### src/rtl/stride_counter.sv
// stride_counter: registered counter that starts at INIT and moves by STEP
// on each enabled cycle. It counts up or down, and on overflow it either
// wraps or saturates. It also has a synchronous clear and a parallel load.
// With the default parameters it produces the odd sequence 1, 3, 5, ...
module stride_counter #(
    parameter int unsigned WIDTH = 8,
    parameter int unsigned STEP  = 2,
    parameter int unsigned INIT  = 1
) (
    input  logic             clk,
    input  logic             reset,      // asynchronous, active low
    input  logic             en_i,
    input  logic             dir_i,      // 0 = up, 1 = down
    input  logic             sat_i,      // 0 = wrap, 1 = saturate
    input  logic             clr_i,
    input  logic             load_i,
    input  logic [WIDTH-1:0] load_val_i,
    output logic [WIDTH-1:0] cnt_o,
    output logic             wrap_o,
    output logic             sat_o
);

    // Largest value a WIDTH-bit counter can hold. It is computed in 33 bits
    // so that WIDTH=32 is handled.
    localparam logic [32:0] C_MAX = (33'd1 << WIDTH) - 33'd1;

    // Reject illegal parameter combinations at elaboration.
    if (WIDTH < 2 || WIDTH > 32) begin : g_bad_width
        $error("stride_counter: WIDTH must be in 2..32");
    end
    if (STEP < 1 || 33'(STEP) > C_MAX) begin : g_bad_step
        $error("stride_counter: STEP must be in 1..2^WIDTH-1");
    end
    if (33'(INIT) > C_MAX) begin : g_bad_init
        $error("stride_counter: INIT must be in 0..2^WIDTH-1");
    end

    localparam logic [WIDTH:0]   C_STEP = (WIDTH+1)'(STEP);
    localparam logic [WIDTH-1:0] C_INIT = WIDTH'(INIT);

    logic [WIDTH-1:0] r_cnt;
    logic             r_wrap;
    logic             r_sat;

    logic [WIDTH:0]   w_sum;
    logic [WIDTH:0]   w_diff;
    logic             w_ovf;
    logic             w_unf;
    logic             w_blocked;
    logic [WIDTH-1:0] w_next;

    // The step is computed one bit wider than the counter. The extra MSB is
    // the carry out for up steps and the borrow for down steps, so landing
    // exactly on a bound does not count as an overflow.
    assign w_sum     = {1'b0, r_cnt} + C_STEP;
    assign w_diff    = {1'b0, r_cnt} - C_STEP;
    assign w_ovf     = w_sum[WIDTH];
    assign w_unf     = w_diff[WIDTH];
    assign w_blocked = dir_i ? w_unf : w_ovf;
    // The low bits are already the value modulo 2^WIDTH, which is what the
    // wrap mode needs.
    assign w_next    = dir_i ? w_diff[WIDTH-1:0] : w_sum[WIDTH-1:0];

    // Counter state, applied in priority order: clear, load, step, hold.
    always_ff @(posedge clk or negedge reset) begin
        if (!reset) begin
            r_cnt  <= C_INIT;
            r_wrap <= 1'b0;
            r_sat  <= 1'b0;
        end else if (clr_i) begin
            r_cnt  <= C_INIT;
            r_wrap <= 1'b0;
            r_sat  <= 1'b0;
        end else if (load_i) begin
            r_cnt  <= load_val_i;
            r_wrap <= 1'b0;
            r_sat  <= 1'b0;
        end else if (en_i) begin
            if (!w_blocked) begin
                r_cnt  <= w_next;
                r_wrap <= 1'b0;
                r_sat  <= 1'b0;
            end else if (!sat_i) begin
                r_cnt  <= w_next;
                r_wrap <= 1'b1;
                r_sat  <= 1'b0;
            end else begin
                // A blocked step in saturate mode: hold the count and flag it.
                r_wrap <= 1'b0;
                r_sat  <= 1'b1;
            end
        end else begin
            // Idle: the wrap pulse ends here, but the saturation flag keeps
            // its level.
            r_wrap <= 1'b0;
        end
    end

    assign cnt_o  = r_cnt;
    assign wrap_o = r_wrap;
    assign sat_o  = r_sat;

endmodule

### config.mk
export PLATFORM = sky130hd
export DESIGN_NAME = stride_counter
export DESIGN_NICKNAME = d
export VERILOG_FILES = /design/src/rtl/stride_counter.sv
export SDC_FILE = /design/constraint.sdc
export NUM_CORES = 1
export LEC_CHECK = 0
export BUFFER_PORTS_ARGS = -buffer_cell sky130_fd_sc_hd__buf_2
export CORE_UTILIZATION = 47
export CTS_BUF_LIST = sky130_fd_sc_hd__clkbuf_4 sky130_fd_sc_hd__clkbuf_8 sky130_fd_sc_hd__clkbuf_16
export DETAILED_ROUTE_END_ITERATION = 12
export PLACE_DENSITY = 0.86
export SYNTH_ARGS = -nofsm -noshare
export SYNTH_HDL_FRONTEND = slang
export SYNTH_SLANG_ARGS = --single-unit
export TNS_END_PERCENT = 5
### constraint.sdc
create_clock -name clk -period 2 [get_ports clk]
set_clock_uncertainty 0.05 [all_clocks]
set_input_delay 0.1 -clock clk [delete_from_list [all_inputs] [get_ports clk]]
set_output_delay 0.1 -clock clk [all_outputs]
set_load 0.01 [all_outputs]
; ---- Word level (Yosys, flattened, before mapping)
; Index checks and enable logic that the tools add are counted.
[totals]
out_inout_bits = 10
word_cells = 25
inputBits = 15
register_bits = 10
[classes]
n_mux = 17
n_reduce_logical = 2
add_sub_neg = 2
n_eq_ne = 1
[ops]
columns = op, count
row1 = 8-bit 2-to-1 mux, 6
row2 = 1-bit 2-to-1 mux, 11
row3 = 8-bit by 2-bit adder with 9-bit output (second input constant), 1
row4 = 8-bit by 2-bit subtractor with 9-bit output (second input constant), 1
row5 = 4-bit inequality test (second input constant), 1
row6 = 3-bit nonzero test, 1
row7 = 2-bit AND reduction, 1

; ---- Logic depth before layout (Yosys ltp)
[logic_depth]
ltp_word = 7
depth_mapped = 7
ltp_nobuf = 7

; ---- Worst setup path before layout
; OpenSTA, ideal clock, no wires.
[synth_timing]
path_kind = register -> register
start = reg r_cnt[4], in the netlist cnt_o[4]
end = reg r_cnt[6], in the netlist cnt_o[6]
path_stages_with_launch = 7
path_buffers = 1
arrival_ns = 1.691
required_time_ns = 1.829
setup_slack_ns = 0.139
synth_period_minus_slack_ns = 1.861
path_cell_list = dfrtp_1 buf_6 or4b_4 o32ai_2 xnor2_1 o21ai_2 a22o_1
[synth_between]
elab_chain_len = 7
elab_cells_between_ends = 11
classes_between = add/sub: 2 / eq/ne: 1 / mux: 7 / reduce/logical: 1
[synth_lines]
columns = element, line
row1 = start: declaration, 41  ; logic [WIDTH-1:0] r_cnt;
row2 = start signal: assignment, 75  ; r_cnt <= load_val_i;
row3 = start signal: assignment, 80  ; r_cnt <= w_next;
row4 = start signal: assignment, 84  ; r_cnt <= w_next;
row5 = 8-bit by 2-bit adder with 9-bit output or 8-bit by 2-bit subtractor with 9-bit output (tied branches), "55, 56"
row6 = 8-bit 2-to-1 mux, 62  ; assign w_next = dir_i ? w_diff[WIDTH-1:0] : w_sum[WIDTH-1:0];
row7 = 8-bit 2-to-1 mux, 83  ; end else if (!sat_i) begin
row8 = 8-bit 2-to-1 mux, 79  ; if (!w_blocked) begin
row9 = 8-bit 2-to-1 mux, 78  ; end else if (en_i) begin
row10 = 8-bit 2-to-1 mux, 74  ; end else if (load_i) begin
row11 = 8-bit 2-to-1 mux, 70  ; end else if (clr_i) begin
; Parallel ways exist; a longest one is shown, timed or not. The select of a mux whose other input is x is not followed.
; A chain may end at the register's enable or synchronous reset.

; ---- Worst setup path in the final report
[layout_timing]
start = reg r_cnt[5], in the netlist cnt_o[5]
end = reg r_cnt[6], in the netlist cnt_o[6]
; Same word-level chain as after synthesis.

==> results.sh <==
export IMPL_yosys_top_cells_area="dfrtp_1 (32%), o31ai_1 (5.3%), a22oi_1 (4.2%)"
export IMPL_slew_headroom=0.7260
export IMPL_status="complete, no violations"
export IMPL_synth_area_mux_share=0
export IMPL_yosysTopAreaCell="dfrtp_1"
export IMPL_drc=0
export IMPL_clockRootBuffer="clkbuf_4"
export IMPL_worstPathRequired_ps=2100
export IMPL_vias=763
export IMPL_synth_compound_gate_area_share=0.2619
export IMPL_synthTopCellsByCount="dfrtp_1 (9), nand2_1 (8), nor2_1 (6), o31ai_1 (5)"
export IMPL_synthAdderAreaFrac=0.03515
export IMPL_grt_pass1_vias=625
export IMPL_finalWeightedCongestion=0.8232
export IMPL_antenna_found_initial=0
export IMPL_fin_setup_tns_ps=0
export IMPL_portBuffers=24
export IMPL_cts_clk_slew_worst_paths_ps=60
export IMPL_cts_max_level=1
export IMPL_synth_main_ff_cell="dfrtp_1"
export IMPL_reg2regPathDepth=5
export IMPL_core_area_um2=1350
export IMPL_die_h_um=40.92
export IMPL_path_class="register to register"
export IMPL_synthToLayoutAreaGrowth_pct=29.88
export IMPL_hpwl_mm=1.268
export IMPL_grt_overflow_total=0
export IMPL_path_buf_inv=0
export IMPL_synth_simple_area_share=0.2460
export IMPL_hp_start="en_i"
export IMPL_ys_ff_latch=10
export IMPL_min_period_ps=1901
export IMPL_die_x_um=40.92
export IMPL_fin_cells=125
export IMPL_end_kind="register"
export IMPL_cts_tree="done"
export IMPL_seq_area_frac_synth=0.3533
export IMPL_wl_per_cell_um=13.79
export IMPL_syn_cell_area_um2=711.9
export IMPL_insertion_delay_ps=260
export IMPL_post_cts_setup_buffers=0
export IMPL_maxCapViolCount=0
export IMPL_finalCritPeriodShare=0.9504
export IMPL_globalRouteTotalUtil=0.2554
export IMPL_synth_warning_count=0
export IMPL_hold_class="input pin to register"
export IMPL_postLayoutCoreUtil=0.6849
export IMPL_routed_via_density=6.104
export IMPL_synth_fp_nets=96
export IMPL_whs_ps=99.87
export IMPL_rsz0062_at_grt="no"
export IMPL_hold_end="wrap_o"
export IMPL_layout_drive_gt1_share=0.3636
export IMPL_drt_total_wl_mm=1.724
export IMPL_crit_family="compound AO/OA/AOI/OAI gates"
export IMPL_cts_buffers_inserted=3
export IMPL_diodes=0
export IMPL_grt_pass1_wl_mm=2.718
export IMPL_start_util=0.5273
export IMPL_numClockSinks=10
export IMPL_r2r_start="cnt_o[5]"
export IMPL_yosysMostFrequentCell="dfrtp_1"
export IMPL_grt_max_degree=22
export IMPL_rrSetupSlack_ps=100
export IMPL_placementRows=13
export IMPL_first_pass_iters=4
export IMPL_fin_ws_ps=99.25
export IMPL_crit_arrival_ps=2000
export IMPL_r2r_end="cnt_o[6]"
export IMPL_vdd_ir_drop_max_mv=0.5675
export IMPL_ant_nets=0
export IMPL_power_density_nw_per_um2=653.7
export IMPL_post_place_cells=119
export IMPL_netlist_area_leader_share=0.3163
export IMPL_drv_slew=0
export IMPL_pre_cts_ws_ps=99.67
export IMPL_avgSynthCellArea_um2=9.012
export IMPL_leakage_nw=0.4340
export IMPL_io_pins=25
export IMPL_drt_iter0_drc=11
export IMPL_crit_chain="or4_1 > o22ai_2 > a31o_4 > nor2_1 > a22o_1"
export IMPL_die_area_um2=1674
export IMPL_max_clock_path_buffers=2
export IMPL_hold_depth=2
export IMPL_cp_max_fo=9
export IMPL_fmaxAchievable_mhz=526.1
export IMPL_setup_viol=0
export IMPL_critPathLaunchType="register"
export IMPL_nets=128
export IMPL_synth_cell_type_count=34
export IMPL_synth_xor_area_frac=0.03691
export IMPL_synth_top_family_by_area="compound AO/OA/AOI/OAI gates"
export IMPL_async_flop_share=1.000
export IMPL_hold_viol_final=0
export IMPL_synth_cells=79
export IMPL_worst_slew_pin_transition_ps=407.8
export IMPL_slowest_delay_ps=560
export IMPL_slowest_stage="or4_1"
export IMPL_synth_edf_count=0
==> per-stage QoR <==
step | area (um^2) | total power (W)
after detailed placement | 859.6 | 0.0004230
after global routing | 924.6 | 0.0006503
final | 924.6 | 0.0006045
after floorplan | 711.9 | 0.0003566
after global placement | 859.6 | 0.0004160
after CTS | 915.9 | 0.0006083
==> metal layers <==
metal | part of all wire | global-route usage | vias to the layer above
li1 | - | - | 361
met1 | 0.42 | 0.3064 | 374
met2 | 0.52 | 0.4219 | 24
met3 | 0.053 | 0.08152 | 4
met4 | 0.013 | 0.09167 | 0
met5 | 0 | 0 | -
==> cell usage in the layout, fill, tap and decap left out, drive strengths merged <==
cell / netlist / layout
nor2b: 1 / 1
nor2: 6 / 6
or4b: 2 / 2
nand4b: 2 / 2
a21oi: 1 / 1
o22ai: 2 / 2
ha: 2 / 2
o21ai: 8 / 8
a22oi: 4 / 4
dfrtp: 9 / 9
nand3b: 1 / 1
or4: 1 / 1
o31ai: 5 / 5
buf: 4 / 30
dfstp: 1 / 1
a211o: 1 / 1
nor3: 4 / 4
a22o: 2 / 2
and4b: 1 / 1
dlygate4sd3: 0 / 2
nand2: 8 / 8
nand3: 2 / 2
xnor2: 3 / 3
nor3b: 1 / 1
a31o: 1 / 1
nand2b: 1 / 1
nand4: 1 / 1
o32ai: 1 / 1
inv: 3 / 3
clkbuf: 1 / 4
==> repair_timing <==
item	4_1_cts	5_1_grt
hold endpoints to repair	11	0
resized for setup	0	1
endpoints found under the setup margin	0	1
hold buffers	2	0
==> how the worst max path moves through the flow <==
stage	cells after the start	start	to
after global placement	5	cnt_o[4]	cnt_o[6]
after global routing	6	cnt_o[5]	cnt_o[2]
after detailed placement	5	cnt_o[5]	cnt_o[6]
after floorplan	6	cnt_o[4]	cnt_o[6]
after CTS	5	cnt_o[5]	cnt_o[6]
final	5	cnt_o[5]	cnt_o[6]
==> flip-flops by register name (all words and copies together), names as in the netlist <==
| signal | cells |
|---|---|
| cnt_o | 8 |
| sat_o | 1 |
| wrap_o | 1 |
==> area by class of cell <==
class / instances / area (um^2)
fill: 108 / 425.4
multi-input combinational: 61 / 421.7
sequential: 10 / 251.5
timing repair buffer: 32 / 185.2
clock buffer: 4 / 36.28
tap: 15 / 18.77
inverter: 3 / 11.26
==> kinds of logic (layout without fill, tap and decap cells) <==
logic type	count (synthesis)	after routing
simple gates	31	31
compound gates	25	25
flops	10	10
buf+inv	8	39
xor+xnor	3	3
fa+ha+maj	2	2
==> power breakdown <==
part,switching [W],total [W],internal (W),leakage [nW]
logic,0.0000984,0.000189,0.0000904,0.283
registers,0.0000183,0.000238,0.000220,0.130
clock network,0.0000673,0.000178,0.000111,0.0210
total,0.000184,0.000604,0.000421,0.434
Power figures use the tool's default switching activity.
